File: src/rtl/spdif_pkg.sv
// Shared constants and types for the S/PDIF subframe scheduler.
package spdif_pkg;

   localparam int unsigned SAMPLE_W         = 24;
   localparam int unsigned SF_PAYLOAD_W     = 28;
   localparam int unsigned FRAMES_PER_BLOCK = 192;
   localparam int unsigned CS_BITS          = 32;
   localparam int unsigned PAIR_W           = 2 * SAMPLE_W;

   // Preamble type presented to the core
   typedef enum logic [1:0] {
      PRE_B = 2'd0,
      PRE_M = 2'd1,
      PRE_W = 2'd2
   } pre_t;

   // Subframe position within a frame
   typedef enum logic {
      SF_LEFT  = 1'b0,
      SF_RIGHT = 1'b1
   } sf_t;

endpackage

File: src/rtl/spdif_pair_fifo.sv
// Two-entry FIFO of {left, right} sample pairs with a registered occupancy count.
module spdif_pair_fifo
   import spdif_pkg::*;
#(
   parameter int unsigned WIDTH = PAIR_W
) (
   input  logic             clk,
   input  logic             rst_n,
   input  logic             push,
   input  logic             pop,
   input  logic [WIDTH-1:0] din,
   output logic [WIDTH-1:0] dout,
   output logic             full,
   output logic             empty
);

   logic [WIDTH-1:0] mem [2];
   logic             wr_ptr;
   logic             rd_ptr;
   logic [1:0]       count;
   logic             do_push;
   logic             do_pop;

   assign full    = (count == 2'd2);
   assign empty   = (count == 2'd0);
   assign do_push = push && !full;
   assign do_pop  = pop && !empty;
   assign dout    = mem[rd_ptr];

   // Storage, pointers and occupancy
   always_ff @(posedge clk or negedge rst_n) begin
      if (!rst_n) begin
         mem[0] <= '0;
         mem[1] <= '0;
         wr_ptr <= 1'b0;
         rd_ptr <= 1'b0;
         count  <= '0;
      end else begin
         if (do_push) begin
            mem[wr_ptr] <= din;
            wr_ptr      <= ~wr_ptr;
         end
         if (do_pop) begin
            rd_ptr <= ~rd_ptr;
         end
         count <= count + 2'(do_push) - 2'(do_pop);
      end
   end

endmodule

File: src/rtl/spdif_frame_sched.sv
// Subframe scheduler: tracks subframe/frame/block position and registers the
// payload, preamble and status for the next subframe the core will send.
module spdif_frame_sched
   import spdif_pkg::*;
#(
   parameter logic [31:0] CS_WORD = 32'h0300_0004
) (
   input  logic                    CLK,
   input  logic                    RST_N,
   input  logic                    S_VALID,
   output logic                    S_READY,
   input  logic [SAMPLE_W-1:0]     S_LEFT,
   input  logic [SAMPLE_W-1:0]     S_RIGHT,
   input  logic                    MUTE,
   input  logic                    SF_REQ,
   output logic [SF_PAYLOAD_W-1:0] SF_WORD,
   output logic [1:0]              SF_PRE,
   output logic                    STAT_SF,
   output logic                    STAT_FRM,
   output logic                    STAT_BLK,
   output logic                    UNDERRUN,
   input  logic                    CLR_UNDERRUN
);

   localparam logic [7:0] LAST_FRAME = 8'(FRAMES_PER_BLOCK - 1);
   localparam logic [7:0] CS_FRAMES  = 8'(CS_BITS);

   // Reset word: invalid, silent left subframe of frame 0
   localparam logic [SF_PAYLOAD_W-1:0] RST_WORD =
      {~CS_WORD[0], CS_WORD[0], 1'b0, 1'b1, {SAMPLE_W{1'b0}}};

   sf_t               sf_q, sf_d;
   logic [7:0]        frame_q, frame_d;
   logic [PAIR_W-1:0] pair_q, pair_d;
   logic              v_q, v_d;

   logic              fifo_push;
   logic              fifo_pop;
   logic [PAIR_W-1:0] fifo_head;
   logic              fifo_full;
   logic              fifo_empty;
   logic              underrun_set;

   logic [SAMPLE_W-1:0]     audio_d;
   logic                    c_d;
   logic                    p_d;
   pre_t                    pre_d;
   logic [SF_PAYLOAD_W-1:0] word_d;

   assign S_READY   = !fifo_full;
   assign fifo_push = S_VALID && S_READY;

   spdif_pair_fifo #(
      .WIDTH (PAIR_W)
   ) u_fifo (
      .clk   (CLK),
      .rst_n (RST_N),
      .push  (fifo_push),
      .pop   (fifo_pop),
      .din   ({S_LEFT, S_RIGHT}),
      .dout  (fifo_head),
      .full  (fifo_full),
      .empty (fifo_empty)
   );

   // Position state, pair register and validity
   always_ff @(posedge CLK or negedge RST_N) begin
      if (!RST_N) begin
         sf_q    <= SF_LEFT;
         frame_q <= '0;
         pair_q  <= '0;
         v_q     <= 1'b1;
      end else begin
         sf_q    <= sf_d;
         frame_q <= frame_d;
         pair_q  <= pair_d;
         v_q     <= v_d;
      end
   end

   // Next position and pair load on each subframe request
   always_comb begin
      sf_d         = sf_q;
      frame_d      = frame_q;
      pair_d       = pair_q;
      v_d          = v_q;
      fifo_pop     = 1'b0;
      underrun_set = 1'b0;
      if (SF_REQ) begin
         case (sf_q)
            SF_LEFT: begin
               sf_d = SF_RIGHT;
            end
            default: begin
               sf_d    = SF_LEFT;
               frame_d = (frame_q == LAST_FRAME) ? 8'd0 : frame_q + 8'd1;
               if (!fifo_empty) begin
                  fifo_pop = 1'b1;
                  pair_d   = fifo_head;
                  v_d      = 1'b0;
               end else begin
                  pair_d       = '0;
                  v_d          = 1'b1;
                  underrun_set = 1'b1;
               end
            end
         endcase
      end
   end

   // Payload, channel status, parity and preamble of the next subframe
   always_comb begin
      audio_d = (sf_d == SF_RIGHT) ? pair_d[SAMPLE_W-1:0] : pair_d[PAIR_W-1:SAMPLE_W];
      if (MUTE) begin
         audio_d = '0;
      end
      c_d = (frame_d < CS_FRAMES) ? CS_WORD[frame_d[4:0]] : 1'b0;
      p_d = c_d ^ v_d ^ (^audio_d);
      word_d = {p_d, c_d, 1'b0, v_d, audio_d};
      if (sf_d == SF_RIGHT) begin
         pre_d = PRE_W;
      end else if (frame_d == 8'd0) begin
         pre_d = PRE_B;
      end else begin
         pre_d = PRE_M;
      end
   end

   // Presented outputs only move on the edge that samples a request
   always_ff @(posedge CLK or negedge RST_N) begin
      if (!RST_N) begin
         SF_WORD  <= RST_WORD;
         SF_PRE   <= PRE_B;
         STAT_SF  <= 1'b0;
         STAT_FRM <= 1'b0;
         STAT_BLK <= 1'b1;
      end else if (SF_REQ) begin
         SF_WORD  <= word_d;
         SF_PRE   <= pre_d;
         STAT_SF  <= (sf_d == SF_RIGHT);
         STAT_BLK <= (frame_d == 8'd0);
         if (sf_q == SF_RIGHT) begin
            STAT_FRM <= ~STAT_FRM;
         end
      end
   end

   // Sticky underrun flag; a new underrun beats a coincident clear
   always_ff @(posedge CLK or negedge RST_N) begin
      if (!RST_N) begin
         UNDERRUN <= 1'b0;
      end else if (underrun_set) begin
         UNDERRUN <= 1'b1;
      end else if (CLR_UNDERRUN) begin
         UNDERRUN <= 1'b0;
      end
   end

endmodule
File: config.mk
export PLATFORM = sky130hd
export DESIGN_NAME = spdif_frame_sched
export DESIGN_NICKNAME = d
export VERILOG_FILES = /design/src/rtl/spdif_pkg.sv /design/src/rtl/spdif_pair_fifo.sv /design/src/rtl/spdif_frame_sched.sv
export SDC_FILE = /design/constraint.sdc
export NUM_CORES = 1
export LEC_CHECK = 0
export ABC_AREA = 1
export ABC_CLOCK_PERIOD_IN_PS = 6400
export CORE_UTILIZATION = 62
export DETAILED_ROUTE_END_ITERATION = 10
export PLACE_DENSITY_LB_ADDON = 0.2
export SLEW_MARGIN = 10
export SYNTH_ARGS = -nofsm -noshare
export SYNTH_HDL_FRONTEND = slang
export SYNTH_HIERARCHICAL = 1
export SYNTH_SLANG_ARGS = --single-unit
File: constraint.sdc
create_clock -name CLK -period 6.4 [get_ports CLK]
set_input_delay 0.64 -clock CLK [delete_from_list [all_inputs] [get_ports CLK]]
set_output_delay 0.64 -clock CLK [all_outputs]
set_load 0.02 [all_outputs]
==> impl_results.md, run 1 <==
* DRT Pass-1 Iters at 8
* GR Overflow Total at 0
* Seq/Total Area, Yosys at 49.46%
* Fillers at 1,193
* CP cell instances: clkdlybuf4s50_1 -> nand2_2 -> inv_2 -> nand2_1 -> nand3_1 -> nand3_1 -> nand2_1 -> nand2_1 -> inv_1 -> nand2_1 -> nand2_1 -> nand2_1 -> nand2_1 -> nand2_1 -> nand3_2 -> nand2_1 -> nand2_1 -> nand3_1 -> nand2_1
* Switch Pwr at 2.706 mW
* CTS Buffer Depth at 2
* Routed vias/inst at 5.749
* WP buf/inv at 3
* Status: finished, final reports clean
* Final slew viol count at 0
* R2R depth at 11
* Post-synth cell types at 32
* WS Path Type: in2reg
* Yosys top cell by area: dfrtp_1
* Setup Buffers After CTS at 0
* Syn. warnings at 6
* Residual DRC at 0
* Syn Nets at 1,346
* Critical path startpoint category: input pin
* Actual slew at the worst max-slew pin at 1191 ps
* Root Driver: clkbuf_16
* Post-synth top flop: dfrtp_1
* Core ar. at 0.01520 sq mm
* Most numerous cell in the Yosys netlist: nand2_1
* Pint at 3.324 mW
* Worst path max stage delay at 1050 ps
* Starting density of the core at 63.30%
* # setup viols final at 0
* Die area at 0.01602 sq mm
* Initial antenna violation count at 0
* Initial DRC Count at 821
* Max cap viols at 0
* Min Tclk post-route at 3715 ps
* Post-synth EDFFs at 0
* Htree depth at 4
* Ys async rst share at 100.0%
* Row count at 45
* Vias in the first global route at 7,887
* Clock Pin Slew Worst Setup and Hold Paths at 70 ps
* Area of the multi-input gates at 0.004088 sq mm
* Crit-path slowest cell: clkdlybuf4s50_1
* CTS Hold Bufs at 0
* Syn_area_per_cell at 7.471 sq um
* Crit-path leading delay family: simple AND/OR/NAND/NOR gates
* Worst EP required at 6780 ps
* Syn Inst Count at 1,288
* Main area contributors after synthesis: dfrtp_1 48%, nand2_1 24%, nand4_1 7.4%, nand3_1 3.9%, inv_1 3.0%
* I/O pins at 89
* Largest net degree at the start of global routing at 101
* # port buffers at 87
* Clock power frac at 18.7%
* GRT Util Overall at 31.34%
* Seq pwr share at 33.8%
* Area growth syn-to-layout at 14.02%
* Worst-path maximum fanout at 42
* Area share of the largest cell type after synthesis at 48.37%
* Most frequent cells after synthesis: 621 x nand2_1, 186 x dfrtp_1, 114 x nand4_1
* Most frequent CP cell: nand2_1
* Antenna cells at 0
* Comb pwr share at 47.5%
* Worst EP arrival at 4100 ps
* Mapped Area at 0.009623 sq mm
* Relative max-transition margin at 20.51%
* Post-Route WL at 23,750 um
* # nets final at 1,378
* CTS tree: yes
* Final period util at 58.05%
* Worst reg2reg startpoint: u_fifo/count[0]
* RSZ-0062 raised after global routing: no
* CTS sink count at 190
* Total power draw at 6.029 mW
* Worst reg2reg setup slack at 3030 ps
* Final HPWL DP at 15,190 um
* Yosys reg bits at 190
* Crit. End Element: flip-flop
* Sw Ratio at 44.87%
* Clock latency on the worst-skew pair at 440 ps
* Final Skew at 8.334 ps
* Final hold viol count at 0
* Die W at 126.6 um
* Num CTS Buffers at 17
* F_max at 269.2 MHz
* Max VDD drop at 0.0004080 V
* Worst Hold Class: in2async
* GPL Wtd Cong at 0.8846
* Remaining antenna violation count at 0
* Post-CTS Resized at 0
* Pleak at 5.875 nW
* Power per Cell Area at 549.5 mW/mm^2
* Register Area at 0.004760 sq mm
* WL per Instance at 15.62 um
* Vias at 8,744
* Layout cell share with drive strength beyond 1 at 4.726%
* Reg2reg end: u_fifo/count[1]
* Setup TNS at 0 ps
* First-pass GRT wire length at 39,430 um
* Die Y at 126.6 um
==> cell usage in the layout (no fill, tap or decap), drive strengths merged <==
| master | instances |
|---|---|
| a21o | 1 |
| a21oi | 3 |
| a22o | 1 |
| and2 | 1 |
| buf | 10 |
| bufinv | 4 |
| clkbuf | 18 |
| clkdlybuf4s50 | 86 |
| clkinv | 10 |
| clkinvlp | 1 |
| conb | 1 |
| dfrtp | 186 |
| dfstp | 4 |
| ha | 4 |
| inv | 84 |
| nand2 | 623 |
| nand3 | 78 |
| nand4 | 114 |
| nor2 | 42 |
| nor4 | 1 |
| o211ai | 11 |
| o21ai | 48 |
| or2 | 1 |
| xor2 | 1 |
==> logic make-up after synthesis <==
| family | after synthesis | share of synthesized area, % |
|---|---|---|
| AND/OR/NAND/NOR | 860 | 38.07 |
| XOR/XNOR | 1 | 0.09103 |
| adder cells (fa/ha/maj) | 4 | 0.5201 |
| flip-flops | 190 | 49.46 |
| buffers and inverters | 168 | 8.139 |
| AO/OA/AOI/OAI | 64 | 3.680 |
| other | 1 | 0.03897 |
==> metal layers <==
metal	global-route usage (%)	wire length, um	vias up
met3	5.525	1740	48
met5	0	0	-
met1	45.04	10470	4131
met4	11.34	581	0
met2	48.13	10960	355
li1	-	-	4210
==> worst register-to-register path: cells and delay by family, from the launching register on <==
kind	cells	cell delay [ps]
and+or+nand+nor	5	1240
buffers and inverters	4	1140
adders and majority gates	2	520
DFF	1	360
==> how the worst max path moves through the flow <==
| stage | start | end | slack (ps) | depth (start not counted) |
|---|---|---|---|---|
| final | SF_REQ | SF_WORD[27] | 2680 | 19 |
| after global routing | SF_REQ | SF_WORD[27] | 2310 | 19 |
| after detailed placement | SF_REQ | SF_WORD[27] | 2300 | 19 |
| after floorplan | SF_REQ | SF_WORD[27] | 3890 | 19 |
| after CTS | SF_REQ | SF_WORD[27] | 2750 | 19 |
| after global placement | SF_REQ | SF_WORD[27] | 2340 | 19 |
==> metrics by stage <==
stage	hold slack [ps]	util, %	instance area [sq um]	cells	worst slack (ps)
2_1_floorplan	344.4	-	9623	1288	3890
3_3_place_gp	453.2	68.02	10340	1489	2340
3_5_place_dp	458.4	68.02	10340	1489	2298
4_1_cts	183.9	72.17	10970	1521	2753
5_1_grt	226.8	72.17	10970	1521	2311
6_report	152.0	72.17	10970	1521	2685
==> sequential cells by signal, indices dropped and copies added (netlist names), 2 cells and up <==
name / flops
u_fifo/mem: 96
SF_PRE: 2
u_fifo/count: 2
SF_WORD: 27
pair_q: 48
frame_q: 8
==> power groups by stage <==
stage               clock network, mW  registers [mW]  logic [mW]
finish                           1.13            2.04        2.86
global route                     1.18            2.10        3.21
CTS                              1.14            2.03        2.83
detailed placement                  0            2.05        2.81
global placement                    0            2.03        2.73
floorplan                           0            2.08        2.02
==> layout make-up <==
type	instances	share of cell area [%]
clock buffers	18	4.003
clock inverters	14	1.745
inverters	85	2.908
multi-input cells	930	37.26
flip-flops and latches	190	43.38
well taps	188	2.144
repair buffers	96	8.564
Note: power is estimated with default switching activity, not from simulation.
==> inputs of run 2 (changes only) <==
ABC_CLOCK_PERIOD_IN_PS = 3400   (was 6400)
CORE_UTILIZATION = 52   (was 62)
clock period = 3.4 ns   (was 6.4 ns; I/O delays follow)
==> impl_results.md, run 2 (synthesis results as in run 1) <==
* Worst path max stage delay at 400 ps
* Worst EP required at 3780 ps
* Die Y at 138.0 um
* WS Path Type: reg2reg
* Worst-path maximum fanout at 14
* First-pass GRT wire length at 40,280 um
* Area of the multi-input gates at 0.004088 sq mm
* Max reg flops at 96
* Dpl cell area at 0.01051 sq mm
* Fillers at 1,699
* Vias at 8,559
* Remaining antenna violation count at 0
* Starting density of the core at 53.39%
* Worst Hold Class: in2async
* Core ar. at 0.01802 sq mm
* Actual slew at the worst max-slew pin at 812.9 ps
* Max cap viols at 0
* Die area at 0.01905 sq mm
* Final hold viol count at 0
* Final Skew at 9.816 ps
* Reg with most FFs: u_fifo/mem
* GR Overflow Total at 0
* Worst reg2reg setup slack at 570 ps
* Antenna cells at 0
* WL per Instance at 15.36 um
* Status: finished, final reports clean
* Most frequent cells in the layout: 621 x nand2_1, 186 x dfrtp_1, 114 x nand4_1
* Htree depth at 4
* Reg2reg end: SF_WORD[27]
* Routed vias/inst at 5.427
* Clock latency on the worst-skew pair at 440 ps
* CTS sink count at 190
* Worst EP arrival at 3200 ps
* RSZ-0062 raised after global routing: no
* Hold_ws at 435.9 ps
* CTS tree: yes
* Vias in the first global route at 7,825
* Crit-path slowest cell: dfrtp_1
* Regs by FF count: u_fifo/mem (96), pair_q (48), SF_WORD (27)
* Num CTS Buffers at 17
* Die W at 138.0 um
* Area growth syn-to-layout at 15.30%
* Post-Route WL at 24,220 um
* Relative max-transition margin at 45.81%
* Root Driver: clkbuf_16
* Layout cell share with drive strength beyond 1 at 5.193%
* R2R depth at 21
* Setup Buffers After CTS at 0
* Initial antenna violation count at 0
* # port buffers at 87
* Commonest non-fill, non-tap cell in the layout: nand2_1
* Crit. End Element: flip-flop
* Pleak at 5.920 nW
* Most frequent CP cell: nand2_1
* I/O pins at 89
* CP cell instances: inv_1 -> nand2_1 -> inv_1 -> buf_4 -> nor2_4 -> buf_4 -> nand2_1 -> nand3_1 -> nand3_1 -> nand2_1 -> inv_1 -> nor2_2 -> nand2_1 -> nand2_1 -> nand2_1 -> nand2_1 -> nand3_2 -> nand2_1 -> nand2_1 -> nand3_1 -> nand2_1
* GPL Wtd Cong at 0.8276
* Setup TNS at 0 ps
* Final period util at 83.16%
* F_max at 353.7 MHz
* Clock Pin Slew Worst Setup and Hold Paths at 70 ps
* Largest net degree at the start of global routing at 91
* Min Tclk post-route at 2827 ps
* Register Area at 0.004760 sq mm
* Power per Cell Area at 1011 mW/mm^2
* Total power draw at 11.21 mW
* # setup viols final at 0
* Crit path from: u_fifo/count[1]
* Post-CTS Resized at 0
* Final HPWL DP at 16,260 um
* Critical path startpoint category: flip-flop
* Row count at 49
* Initial DRC Count at 774
* Critical path endpoint: SF_WORD[27]
* Final slew viol count at 0
* # nets final at 1,393
* Residual DRC at 0
* DRT Pass-1 Iters at 7
* Max VDD drop at 0.0005485 V
* Worst reg2reg startpoint: u_fifo/count[1]
* CTS Buffer Depth at 2
* GRT Util Overall at 26.26%
* Fin area at 0.01110 sq mm
## run 2: critical path, delay by kind of cell (launching register included)
| kind | cells | cell delay, ps |
|---|---|---|
| flip-flops | 1 | 400 |
| AND/OR/NAND/NOR | 16 | 1710 |
| buffers and inverters | 5 | 650 |
## run 2: what timing repair did
| action | CTS | global route |
|---|---|---|
| hold buffers | 1 | 0 |
| setup endpoints to repair | 0 | 0 |
| hold endpoints to repair | 59 | 0 |
## run 2: power by group
| group | internal [mW] | total (mW) | switching (mW) |
|---|---|---|---|
| Combinational | 1.77 | 5.39 | 3.62 |
| Sequential | 3.31 | 3.84 | 0.531 |
| Clock | 1.14 | 1.98 | 0.838 |
| Total | 6.22 | 11.2 | 4.99 |
## run 2: worst min path at each step
| stage | from | to |
|---|---|---|
| after CTS | RST_N | frame_q[6] |
| after global placement | RST_N | frame_q[6] |
| after global routing | RST_N | frame_q[6] |
| after detailed placement | RST_N | frame_q[6] |
| final | RST_N | frame_q[6] |
| after floorplan | RST_N | SF_PRE[0] |
## run 2: metal layers
metal,GRT usage (%),vias up,part of all wire (%)
li1,-,4225,-
met1,38.11,4026,48
met2,40.53,280,45
met3,4.434,28,5.3
met4,7.692,0,1.6
met5,0,-,0
## run 2: final cells by class
type                            count  share of cell area [%]
Timing Repair Buffer              111                   9.619
Sequential cell                   190                   42.90
Clock buffer                       26                   4.409
Inverter                           85                   2.876
Multi-Input combinational cell    930                   36.84
Clock inverter                      6                  0.7781
Tap cell                          229                   2.582
## run 2: stage by stage
step | std cells | util (%) | setup slack [ps]
after global routing | 1577 | 61.56 | 264.5
after CTS | 1577 | 61.56 | 564.3
after detailed placement | 1544 | 58.31 | 278.3
after global placement | 1544 | 58.31 | 349.5
after floorplan | 1288 | - | 1098
final | 1577 | 61.56 | 572.6
